## src/rtl/icache_mem_seq.sv

```systemverilog
// icache_mem_seq: per-way SRAM command sequencer for the L1 icache.
// Turns one accepted request into per-way cs/we/be strobes for data and tag memories.
//
// Ports:
//   clk_i, rst_n_i            clock, async active-low reset
//   req_valid_i/req_ready_o   request handshake (ready only in IDLE)
//   req_op_i                  0 ReadSet, 1 WriteLineAndTag, 2 InvalidSet, 3 InvalidAll
//   req_set_i, req_way_i      target set and way mask
//   beat_valid_i/beat_ready_o refill word handshake (WRITE only)
//   dmem_cs_o/we_o/be_o       per-way data-memory strobes
//   tmem_cs_o/we_o            per-way tag/valid-memory strobes
//   mem_addr_o, beat_idx_o    shared set address, word index within line
//   done_o, busy_o            final-command pulse, non-IDLE flag
//
// Build option: define ICACHE_MEM_SEQ_FLUSH_EN to compile in the
// whole-cache invalidate walk (op 3). Otherwise op 3 acts as InvalidSet.
module icache_mem_seq #(
    parameter int N_WAY      = 4,
    parameter int N_SETS     = 64,
    parameter int N_BEATS    = 4,
    parameter int WORD_BYTES = 8,
    localparam int IDX_W     = $clog2(N_SETS),
    localparam int BEAT_W    = (N_BEATS > 1) ? $clog2(N_BEATS) : 1
) (
    input  logic                        clk_i,
    input  logic                        rst_n_i,
    input  logic                        req_valid_i,
    output logic                        req_ready_o,
    input  logic [1:0]                  req_op_i,
    input  logic [IDX_W-1:0]            req_set_i,
    input  logic [N_WAY-1:0]            req_way_i,
    input  logic                        beat_valid_i,
    output logic                        beat_ready_o,
    output logic [N_WAY-1:0]            dmem_cs_o,
    output logic [N_WAY-1:0]            dmem_we_o,
    output logic [N_WAY*WORD_BYTES-1:0] dmem_be_o,
    output logic [N_WAY-1:0]            tmem_cs_o,
    output logic [N_WAY-1:0]            tmem_we_o,
    output logic [IDX_W-1:0]            mem_addr_o,
    output logic [BEAT_W-1:0]           beat_idx_o,
    output logic                        done_o,
    output logic                        busy_o
);

    typedef enum logic [2:0] {
        S_IDLE,
        S_READ,
        S_WRITE,
        S_INV_SET,
        S_INV_ALL
    } state_t;

    localparam logic [BEAT_W-1:0] BEAT_LAST = BEAT_W'(N_BEATS - 1);

    state_t             r_state;
    logic [IDX_W-1:0]   r_set;
    logic [N_WAY-1:0]   r_way;
    logic [BEAT_W-1:0]  r_beat;
    logic [N_WAY-1:0]   w_be_sel;

`ifdef ICACHE_MEM_SEQ_FLUSH_EN
    localparam logic [IDX_W-1:0] SET_LAST = IDX_W'(N_SETS - 1);
    logic [IDX_W-1:0]   r_cnt;
`endif

    always_ff @(posedge clk_i or negedge rst_n_i) begin
        if (!rst_n_i) begin
            r_state <= S_IDLE;
            r_set   <= '0;
            r_way   <= '0;
            r_beat  <= '0;
`ifdef ICACHE_MEM_SEQ_FLUSH_EN
            r_cnt   <= '0;
`endif
        end else begin
            case (r_state)
                S_IDLE: begin
                    if (req_valid_i) begin
                        r_set <= req_set_i;
                        r_way <= req_way_i;
                        case (req_op_i)
                            2'd0:    r_state <= S_READ;
                            2'd1:    r_state <= S_WRITE;
                            2'd2:    r_state <= S_INV_SET;
`ifdef ICACHE_MEM_SEQ_FLUSH_EN
                            default: r_state <= S_INV_ALL;
`else
                            default: r_state <= S_INV_SET;
`endif
                        endcase
                    end
                end
                S_READ, S_INV_SET: r_state <= S_IDLE;
                S_WRITE: begin
                    // The counter only moves on a consumed beat, so stalls
                    // simply stretch the WRITE state.
                    if (beat_valid_i) begin
                        if (r_beat == BEAT_LAST) begin
                            r_beat  <= '0;
                            r_state <= S_IDLE;
                        end else begin
                            r_beat <= r_beat + 1'b1;
                        end
                    end
                end
                S_INV_ALL: begin
`ifdef ICACHE_MEM_SEQ_FLUSH_EN
                    if (r_cnt == SET_LAST) begin
                        r_cnt   <= '0;
                        r_state <= S_IDLE;
                    end else begin
                        r_cnt <= r_cnt + 1'b1;
                    end
`else
                    r_state <= S_IDLE;
`endif
                end
                default: r_state <= S_IDLE;
            endcase
        end
    end

    assign req_ready_o = (r_state == S_IDLE);
    assign busy_o      = (r_state != S_IDLE);

    always_comb begin
        beat_ready_o = 1'b0;
        dmem_cs_o    = '0;
        dmem_we_o    = '0;
        w_be_sel     = '0;
        tmem_cs_o    = '0;
        tmem_we_o    = '0;
        mem_addr_o   = '0;
        beat_idx_o   = '0;
        done_o       = 1'b0;
        case (r_state)
            S_READ: begin
                dmem_cs_o  = '1;
                tmem_cs_o  = '1;
                w_be_sel   = '1;
                mem_addr_o = r_set;
                done_o     = 1'b1;
            end
            S_WRITE: begin
                beat_ready_o = 1'b1;
                mem_addr_o   = r_set;
                beat_idx_o   = r_beat;
                if (beat_valid_i) begin
                    dmem_cs_o = r_way;
                    dmem_we_o = r_way;
                    w_be_sel  = r_way;
                    // Tag/valid is written with the last word so a line
                    // never looks valid before all its data is in place.
                    if (r_beat == BEAT_LAST) begin
                        tmem_cs_o = r_way;
                        tmem_we_o = r_way;
                        done_o    = 1'b1;
                    end
                end
            end
            S_INV_SET: begin
                tmem_cs_o  = '1;
                tmem_we_o  = '1;
                mem_addr_o = r_set;
                done_o     = 1'b1;
            end
            S_INV_ALL: begin
`ifdef ICACHE_MEM_SEQ_FLUSH_EN
                tmem_cs_o  = '1;
                tmem_we_o  = '1;
                mem_addr_o = r_cnt;
                done_o     = (r_cnt == SET_LAST);
`endif
            end
            default: ;
        endcase
    end

    // Byte enables are a per-way broadcast of the selected-way vector.
    always_comb begin
        dmem_be_o = '0;
        for (int w = 0; w < N_WAY; w++) begin
            dmem_be_o[w*WORD_BYTES +: WORD_BYTES] = {WORD_BYTES{w_be_sel[w]}};
        end
    end

endmodule

```

## config.mk

```make
export PLATFORM = sky130hd
export DESIGN_NAME = icache_mem_seq
export DESIGN_NICKNAME = d
export VERILOG_FILES = /design/src/rtl/icache_mem_seq.sv
export SDC_FILE = /design/constraint.sdc
export NUM_CORES = 1
export LEC_CHECK = 0
export CAP_MARGIN = 20
export CORE_ASPECT_RATIO = 2
export CORE_UTILIZATION = 39
export CTS_BUF_LIST = sky130_fd_sc_hd__clkbuf_8
export DETAILED_ROUTE_END_ITERATION = 12
export PLACE_DENSITY = 0.95
export SLEW_MARGIN = 20
export SYNTH_ARGS = -nofsm -noshare
export SYNTH_HDL_FRONTEND = slang
export SYNTH_SLANG_ARGS = --single-unit
```

## constraint.sdc

```tcl
create_clock -name clk_i -period 3.35 [get_ports clk_i]
set_clock_uncertainty 0.05 [all_clocks]
set_input_delay 1.005 -clock clk_i [delete_from_list [all_inputs] [get_ports clk_i]]
set_output_delay 1.005 -clock clk_i [all_outputs]
set_load 0.01 [all_outputs]
```

==> results.py, run 1 <==
metrics = {
    "setup_path": {
        "critPathKind": "in2out",
        "cp-endpoint": "dmem_be_o[28]",
        "crit_path_start": "beat_valid_i",
        "cp.arrival_ps": 2240,
        "r2r-end": "r_set[0]$_DFFE_PN0P_",
        "endpoint_kind": "output pin",
        "crit_required_ps": 2290,
        "rr_worst_depth": 4,
        "r2r-start": "r_state[0]$_DFFE_PN0P_",
        "reg2reg_setup_slack_ps": 1600,
        "critical_path.startpoint_type": "input pin",
        "crit_fanout": 9,
    },
    "global_route": {
        "top_usage_layer": "met2",
        "grt_pass1_vias": 849,
        "antenna_found_initial": 0,
        "grt_use_met1_pct": 17.7,
        "overflow": 0,
        "met2_usage_pct": 31.5,
        "gr-usage-all-layers_pct": 17.4,
        "grt_max_degree": 15,
        "grt_use_met3_pct": 2.86,
        "grt_first_pass_wirelength_mm": 3.84,
    },
    "power": {
        "leakagePower_nw": 1.03,
        "max-vdd-ir-drop_v": 0.000639,
        "powerDensity_nw_per_um2": 1040,
    },
    "timing": {
        "hold_viol": 0,
        "slew_viol_final": 0,
        "holdWs_ps": 456,
        "relSlewSlack_pct": 59.7,
        "tightest_slew_ps": 602,
        "clock.fmax_mhz": 304,
        "fin_crit_ps": 3290,
        "fin_crit_sh_pct": 98.3,
        "setup_viol": 0,
    },
    "finish": {
        "postLayoutCoreUtil_pct": 64.7,
        "nNetsFinal": 183,
        "stdcell_count": 188,
        "areaGrowthSynthToFinish_pct": 58.3,
        "antenna_cells": 0,
        "seq_area_sq_um": 350,
        "fillCellCount": 190,
        "drive_gt1_share_pct": 15.1,
        "multi_input_area_sq_um": 518,
    },
    "worst_hold_path": {
        "holdCritPathClass": "reg2reg",
        "worstHoldStart": "r_set[1]$_DFFE_PN0P_",
    },
    "logic_synthesis": {
        "syn_inst": 112,
        "ys_seq_area_share_pct": 31.3,
        "synth-adder-area-share_pct": 7.83,
        "ys_top_cells_by_count": "buf_4 (32), dfrtp_1 (14), mux2_4 (8), ha_1 (7), and2b_1 (6)",
        "synth-async-reset-ratio_pct": 100,
        "syn_area_sq_um": 1120,
        "syn_area_per_cell_sq_um": 9.99,
        "synth_most_common_cell": "buf_4",
        "synth_top_family_by_area": "buffers and inverters",
        "muxShareOfSynthArea_pct": 13.8,
        "ys_seq_elements": 14,
        "synth_edf_count": 0,
        "ys_warn_count": 0,
        "synth_xor_area_share_pct": 0,
        "synth_top_area_share_pct": 31.3,
        "synth_area_leaders": "dfrtp_1 (31%), buf_4 (21%), mux2_4 (11%)",
        "synth-main-ff-cell": "dfrtp_1",
        "syn-num-nets": 135,
        "synth.distinct_cells": 23,
        "synth_compound_area_share_pct": 8.50,
        "yosys.area_share.simple_pct": 15.1,
        "yosys.area.top_type": "dfrtp_1",
    },
    "place": {
        "place_congestion": 0.674,
        "dp_cells": 184,
        "portBuffers": 75,
        "hpwl_mm": 1.96,
    },
    "floorplan": {
        "start_util_pct": 40.9,
        "rows": 27,
        "die_w_um": 39.9,
        "core_sq_um": 2740,
        "die_area_sq_um": 3100,
        "die_h_um": 77.7,
        "ioPinCount": 76,
    },
    "drt": {
        "wire_per_inst_um": 13.4,
        "route.detailed.drc": 0,
        "vias": 927,
        "drt-total-wl_mm": 2.52,
        "drt-vias-per-instance": 4.93,
        "ant_nets": 0,
        "drt-initial-drc-count": 4,
        "dr.pass1.iters": 2,
    },
    "cts": {
        "clk_latency_ps": 250,
        "ctsLongestPathBuffers": 2,
        "root_buffer": "clkbuf_8",
        "clk_pin_slew_worst_paths_ps": 50,
        "cts_tree": "yes",
        "cts_sinks": 14,
        "cts_buffers": 3,
        "ctsHoldBuffers": 0,
        "htreeDepth": 1,
    },
    "outcome": {
        "outcome": "finished, final reports clean",
    },
    "flow_run": {
        "max_cap_violations": 0,
    },
}
-- cells in the final DEF, fill, tap and decap left out, drive strengths merged --
cell and instances:
nand3 1, clkdlybuf4s50 58, buf 1, and3 5, inv 3, o21ai 2
nor3 1, a21boi 1, clkdlybuf4s15 1, nand2b 4, ha 7, nor2b 2
o31ai 2, clkbuf 4, dlymetal6s2s 16, nand2 6, nor2 2, a21o 1
and2 2, a21oi 5, o21a 4, mux2 11, and2b 6, dfrtp 14
-- per-stage QoR --
step           cell area, sq um  power, W  setup slack [ps]  TNS, ps
2_1_floorplan              1120   0.00118               610        0
3_3_place_gp               1660   0.00164              -339   -14330
3_5_place_dp               1660   0.00169              -393   -16220
4_1_cts                    1730   0.00188              25.0        0
5_1_grt                    1770   0.00198             -9.02    -9.02
6_report                   1770   0.00184              57.2        0
-- power by group --
group	total [W]	switching (W)	internal (W)
registers	0.000322	0.0000641	0.000257
logic	0.00135	0.000560	0.000791
clock network	0.000164	0.0000596	0.000104
total	0.00184	0.000684	0.00115
-- critical path: stages --
cell and delay [ps]:
clkdlybuf4s15_2 250, and3_1 210, o21a_2 210, clkdlybuf4s50_1 560
-- area by class of cell --
| type | count | area share, % |
|---|---|---|
| flip-flops and latches | 14 | 19.8 |
| clock buffers | 4 | 3.11 |
| well taps | 29 | 2.05 |
| repair buffers | 76 | 45.2 |
| multi-input cells | 62 | 29.3 |
| inverters | 3 | 0.636 |
-- registers in the layout, indices dropped and copies added, names as in the netlist --
signal   cells
r_set        6
r_way        4
r_beat       2
r_state      2
-- worst min-delay path by stage --
stage / endpoint / slack [ps] / cells after the start
after detailed placement: r_set[3]$_DFFE_PN0P_ / 440 / 1
after floorplan: r_set[1]$_DFFE_PN0P_ / 420 / 1
after CTS: r_set[1]$_DFFE_PN0P_ / 460 / 1
after global routing: r_set[1]$_DFFE_PN0P_ / 480 / 1
after global placement: r_set[1]$_DFFE_PN0P_ / 430 / 1
final: r_set[1]$_DFFE_PN0P_ / 460 / 1
-- metal layers --
layer	routed length [um]	part of all wire, %	up-vias
met5	0	0	-
met4	50	2.0	0
met3	288	11	3
met2	1330	53	75
met1	850	34	415
li1	-	-	434
-- what timing repair did --
action / 4_1_cts / 5_1_grt
setup buffers: 0 / 0
endpoints found under the setup margin: 49 / 29
gates resized for setup: 8 / 17
-- cells by family after synthesis --
family / count (synthesis)
mux: 11
flops: 14
fa+ha+maj: 7
buf+inv: 36
compound gates: 15
simple gates: 29
(Power assumes the default switching activity.)
==> inputs of run 2 (changes only) <==
--- a/config.mk
+++ b/config.mk
@@ -10,7 +10,7 @@
 export CORE_UTILIZATION = 39
 export CTS_BUF_LIST = sky130_fd_sc_hd__clkbuf_8
 export DETAILED_ROUTE_END_ITERATION = 12
-export PLACE_DENSITY = 0.95
+export PLACE_DENSITY = 0.88
 export SLEW_MARGIN = 20
 export SYNTH_ARGS = -nofsm -noshare
 export SYNTH_HDL_FRONTEND = slang
==> run 2 against run 1 <==
Die area stayed put. Global-route usage fell by 1.3 points. Sequential power grew 2%. Count of clock-buffer cells in the layout is the same. Via count up 2.5%. Cell count is 1.1% higher. Routed wire length fell by 5.6%. Worst hold slack got worse by 3.2 ps. Combinational power about the same.
==> results.py, run 2 (same netlist as run 1, synthesis figures left out) <==
metrics = {
    "outcome": {
        "outcome": "finished, final reports clean",
    },
    "power": {
        "p_seq_share_pct": 17.7,
        "switching_share_pct": 36.7,
        "p_sw_w": 0.000679,
        "power.internal_w": 0.00117,
        "power_frac_comb_pct": 73.6,
        "leakagePower_nw": 0.857,
        "p_clk_share_pct": 8.7,
        "powerDensity_nw_per_um2": 1050,
        "max-vdd-ir-drop_v": 0.000654,
    },
    "finish": {
        "drive_gt1_share_pct": 15.5,
        "seq_area_sq_um": 350,
        "reg_top3": "r_set (6), r_way (4)",
        "layout_commonest_cell": "clkdlybuf4s50_1",
        "largest_register_ffs": 6,
        "stdcell_count": 190,
        "top_register": "r_set",
        "fillCellCount": 221,
        "antenna_cells": 0,
        "most-common-layout-cells": "clkdlybuf4s50_1 (69), dfrtp_1 (14), mux2_4 (8)",
        "areaGrowthSynthToFinish_pct": 56.9,
        "multi_input_area_sq_um": 515,
        "nNetsFinal": 185,
    },
    "cts": {
        "clk_pin_slew_worst_paths_ps": 60,
        "ctsLongestPathBuffers": 2,
        "cts_tree": "yes",
        "htreeDepth": 1,
        "cts_sinks": 14,
        "clk_latency_ps": 240,
        "cts_buffers": 3,
        "root_buffer": "clkbuf_8",
    },
    "worst_hold_path": {
        "holdCritPathClass": "reg2reg",
        "hold_end": "r_set[2]$_DFFE_PN0P_",
        "worstHoldStart": "r_set[2]$_DFFE_PN0P_",
        "hold_depth": 1,
    },
    "drt": {
        "drt-vias-per-instance": 5.00,
        "drt-initial-drc-count": 8,
        "dr.pass1.iters": 3,
        "top_layer_used": "met4",
        "met3_length_um": 226,
        "wire_per_inst_um": 12.5,
        "vias": 950,
        "ant_nets": 0,
        "route.detailed.drc": 0,
        "dr_wl_met2_mm": 1.32,
        "drt-total-wl_mm": 2.38,
        "drt-met1-wl_um": 797,
    },
    "timing": {
        "rsz0062_at_grt": "false",
        "fin_crit_ps": 3300,
        "tightest_slew_ps": 607,
        "holdWs_ps": 453,
        "clock.fmax_mhz": 303,
        "hold_viol": 0,
        "fin_crit_sh_pct": 98.4,
        "relSlewSlack_pct": 59.4,
        "slew_viol_final": 0,
        "finalWorstSetupSlack_ps": 54.8,
        "fin_tns_setup_ps": 0,
        "setup_viol": 0,
    },
    "place": {
        "dp_cells": 186,
        "pre_cts_ws_ps": -409,
        "hpwl_mm": 2.05,
        "place_congestion": 0.717,
        "portBuffers": 75,
    },
    "global_route": {
        "grt_pass1_vias": 857,
        "overflow": 0,
        "grt_max_degree": 15,
        "grt_first_pass_wirelength_mm": 3.63,
        "antenna_found_initial": 0,
        "gr-usage-all-layers_pct": 16.1,
    },
    "floorplan": {
        "die_h_um": 77.7,
        "ioPinCount": 76,
        "rows": 27,
        "die_area_sq_um": 3100,
        "die_w_um": 39.9,
        "core_sq_um": 2740,
        "start_util_pct": 40.9,
    },
    "setup_path": {
        "rr_worst_depth": 4,
        "reg2reg_setup_slack_ps": 1620,
        "crit_fanout": 8,
        "r2r-end": "r_way[2]$_DFFE_PN0P_",
        "crit_required_ps": 2290,
        "cp.arrival_ps": 2240,
        "critical_path.startpoint_type": "input pin",
        "critPathKind": "in2out",
        "r2r-start": "r_state[0]$_DFFE_PN0P_",
        "endpoint_kind": "output pin",
    },
    "flow_run": {
        "max_cap_violations": 0,
    },
}
[run 2: per-layer routing]
metal	global-route usage (%)	up-vias
met2	30.3	77
li1	-	438
met1	14.9	429
met5	0	-
met3	2.00	6
met4	7.24	0
[run 2: cell type report]
class | count | share of cell area (%)
timing repair buffer | 78 | 44.8
multi-input combinational | 62 | 29.4
sequential | 14 | 20.0
clock buffer | 4 | 3.14
tap | 29 | 2.07
inverter | 3 | 0.641
[run 2: power groups by stage]
stage	Combinational [W]	Sequential (W)	Clock (W)
finish	0.00136	0.000328	0.000161
detailed placement	0.00137	0.000328	0
global route	0.00148	0.000338	0.000171
floorplan	0.000877	0.000303	0
global placement	0.00134	0.000320	0
CTS	0.00139	0.000326	0.000164
[run 2: critical path, cell delays in order]
cell and delay, ps:
clkdlybuf4s15_2 250, and3_4 210, nand2_1 70, a21oi_1 150
clkdlybuf4s50_1 550
[run 2: how the worst max path moves through the flow]
stage	end	cells past startpoint	from	slack, ps
after CTS	tmem_cs_o[1]	5	beat_valid_i	20
after detailed placement	dmem_be_o[31]	4	beat_valid_i	-410
after global routing	dmem_be_o[8]	4	beat_valid_i	2
final	tmem_cs_o[2]	5	beat_valid_i	50
after floorplan	dmem_be_o[25]	3	beat_valid_i	610
after global placement	dmem_cs_o[3]	4	beat_valid_i	-340
[run 2: timing repair]
| action | 4_1_cts | 5_1_grt |
|---|---|---|
| setup endpoints to repair | 49 | 7 |
| hold buffers | 0 | 0 |
| gates resized for setup | 8 | 5 |
| setup buffers | 0 | 0 |
[run 2: per-stage QoR]
step / cell area (sq um) / power, W / util (%)
2_1_floorplan: 1120 / 0.00118 / -
3_3_place_gp: 1680 / 0.00166 / 61.3
3_5_place_dp: 1680 / 0.00170 / 61.3
4_1_cts: 1740 / 0.00188 / 63.7
5_1_grt: 1760 / 0.00199 / 64.2
6_report: 1760 / 0.00185 / 64.2
==> inputs of run 3 (changes only) <==
--- a/config.mk
+++ b/config.mk
@@ -7,10 +7,10 @@
 export LEC_CHECK = 0
 export CAP_MARGIN = 20
 export CORE_ASPECT_RATIO = 2
-export CORE_UTILIZATION = 39
+export CORE_UTILIZATION = 33
 export CTS_BUF_LIST = sky130_fd_sc_hd__clkbuf_8
 export DETAILED_ROUTE_END_ITERATION = 12
-export PLACE_DENSITY = 0.88
+export PLACE_DENSITY = 0.8
 export SLEW_MARGIN = 20
 export SYNTH_ARGS = -nofsm -noshare
 export SYNTH_HDL_FRONTEND = slang
==> constraint.sdc (replaced) <==
create_clock -name clk_i -period 2.7 [get_ports clk_i]
set_clock_uncertainty 0.05 [all_clocks]
set_input_delay 0.81 -clock clk_i [delete_from_list [all_inputs] [get_ports clk_i]]
set_output_delay 0.81 -clock clk_i [all_outputs]
set_load 0.01 [all_outputs]
==> run 3 against run 2 <==
Global-route usage decreased by 3.0 points. Clock power about the same. Final area rose by 1.9%. Core utilization down 8.1 points. Critical path type unchanged. Critical endpoint is now dmem_we_o[3].
==> results.py, run 3 (same netlist as run 1, synthesis figures left out) <==
metrics = {
    "global_route": {
        "overflow": 0,
        "grt_max_degree": 15,
        "grt_pass1_vias": 869,
        "antenna_found_initial": 0,
        "grt_first_pass_wirelength_mm": 3.81,
        "gr-usage-all-layers_pct": 13.1,
    },
    "drt": {
        "ant_nets": 0,
        "route.detailed.drc": 0,
        "dr.pass1.iters": 2,
        "drt-initial-drc-count": 5,
        "vias": 965,
        "drt-vias-per-instance": 4.97,
        "drt-total-wl_mm": 2.48,
        "wire_per_inst_um": 12.8,
    },
    "cts": {
        "cts_sinks": 14,
        "root_buffer": "clkbuf_8",
        "ctsLongestPathBuffers": 2,
        "clk_latency_ps": 240,
        "clk_pin_slew_worst_paths_ps": 50,
        "cts_buffers": 3,
        "htreeDepth": 1,
        "ctsHoldBuffers": 0,
        "cts_tree": "yes",
    },
    "place": {
        "place_congestion": 0.867,
        "portBuffers": 75,
        "hpwl_mm": 1.95,
    },
    "timing": {
        "setup_viol": 0,
        "slew_viol_final": 0,
        "rsz0062_at_grt": "true",
        "fin_crit_sh_pct": 97.5,
        "clock.fmax_mhz": 380,
        "tightest_slew_ps": 625,
        "hold_viol": 0,
        "fin_crit_ps": 2630,
        "holdWs_ps": 448,
        "relSlewSlack_pct": 58.2,
    },
    "finish": {
        "layout_commonest_cell": "dlygate4sd2_1",
        "antenna_cells": 0,
        "drive_gt1_share_pct": 21.5,
        "top_register": "r_set",
        "largest_register_ffs": 6,
        "most-common-layout-cells": "dlygate4sd2_1 (37), clkdlybuf4s50_1 (30), dfrtp_1 (14)",
        "reg_top3": "r_set (6), r_way (4)",
        "areaGrowthSynthToFinish_pct": 60.0,
        "nNetsFinal": 188,
    },
    "setup_path": {
        "endpoint_kind": "output pin",
        "crit_fanout": 8,
        "critical_path.startpoint_type": "input pin",
        "critPathKind": "in2out",
        "crit_required_ps": 1840,
        "cp.arrival_ps": 1770,
    },
    "floorplan": {
        "die_h_um": 84.3,
        "start_util_pct": 35.0,
        "core_sq_um": 3190,
        "rows": 29,
        "ioPinCount": 76,
        "die_area_sq_um": 3640,
        "die_w_um": 43.2,
    },
    "outcome": {
        "outcome": "finished, final reports clean",
    },
    "power": {
        "finalPower_w": 0.00222,
        "powerDensity_nw_per_um2": 1240,
        "max-vdd-ir-drop_v": 0.000765,
        "leakagePower_nw": 1.06,
    },
    "flow_run": {
        "max_cap_violations": 0,
    },
    "worst_hold_path": {
        "holdCritPathClass": "reg2reg",
    },
}
==> run 3: area by class of cell <==
| class | count | area, sq um |
|---|---|---|
| Clock buffer | 3 | 41.3 |
| Fill cell | 287 | 1400 |
| Inverter | 3 | 11.3 |
| Multi-Input combinational cell | 62 | 586 |
| Sequential cell | 14 | 350 |
| Tap cell | 31 | 38.8 |
| Timing Repair Buffer | 81 | 762 |
==> run 3: through the flow <==
stage	cell area [sq um]	TNS, ps	std cells	utilization, %	worst slack, ps
final	1790	0	194	56.0	67.0
after global routing	1790	-9.95	194	56.0	-9.95
after CTS	1720	-601	193	53.8	-72.6
after detailed placement	1690	-28660	190	53.1	-657
after global placement	1690	-26790	190	53.1	-606
after floorplan	1120	0	112	-	297
==> run 3: where the power goes <==
| group | leakage [nW] | internal (W) | switching (W) |
|---|---|---|---|
| registers | 0.167 | 0.000320 | 0.0000763 |
| logic | 0.869 | 0.000918 | 0.000737 |
| clock network | 0.0216 | 0.0000984 | 0.0000661 |
| total | 1.06 | 0.00134 | 0.000879 |
==> run 3: final timing paths <==
| check | cells after the start | from | slack [ps] | endpoint |
|---|---|---|---|---|
| max | 4 | beat_valid_i | 70 | dmem_we_o[3] |
| min | 1 | r_set[1]$_DFFE_PN0P_ | 450 | r_set[1]$_DFFE_PN0P_ |
| max reg2reg | 5 | r_state[0]$_DFFE_PN0P_ | 1130 | r_state[0]$_DFFE_PN0P_ |
| min reg2reg | 1 | r_set[1]$_DFFE_PN0P_ | 450 | r_set[1]$_DFFE_PN0P_ |
| max in group asynchronous | 1 | rst_n_i | 1290 | r_set[0]$_DFFE_PN0P_ |
| min in group asynchronous | 1 | rst_n_i | 910 | r_set[4]$_DFFE_PN0P_ |
==> run 3: what timing repair did <==
item	CTS	global route
setup endpoints to repair	55	19
resized for setup	52	15
buffers inserted	0	1
cloned	0	0
==> run 3: layer usage <==
layer / global-route usage, % / vias to the layer above / routed length (um)
li1: - / 443 / -
met1: 12.9 / 446 / 870
met2: 25.5 / 74 / 1320
met3: 2.15 / 2 / 276
met4: 4.41 / 0 / 13
met5: 0 / - / 0
==> run 3: worst max-delay path: stages <==
cell and delay (ps):
buf_2 140, and3_4 210, buf_4 100, clkdlybuf4s50_1 510
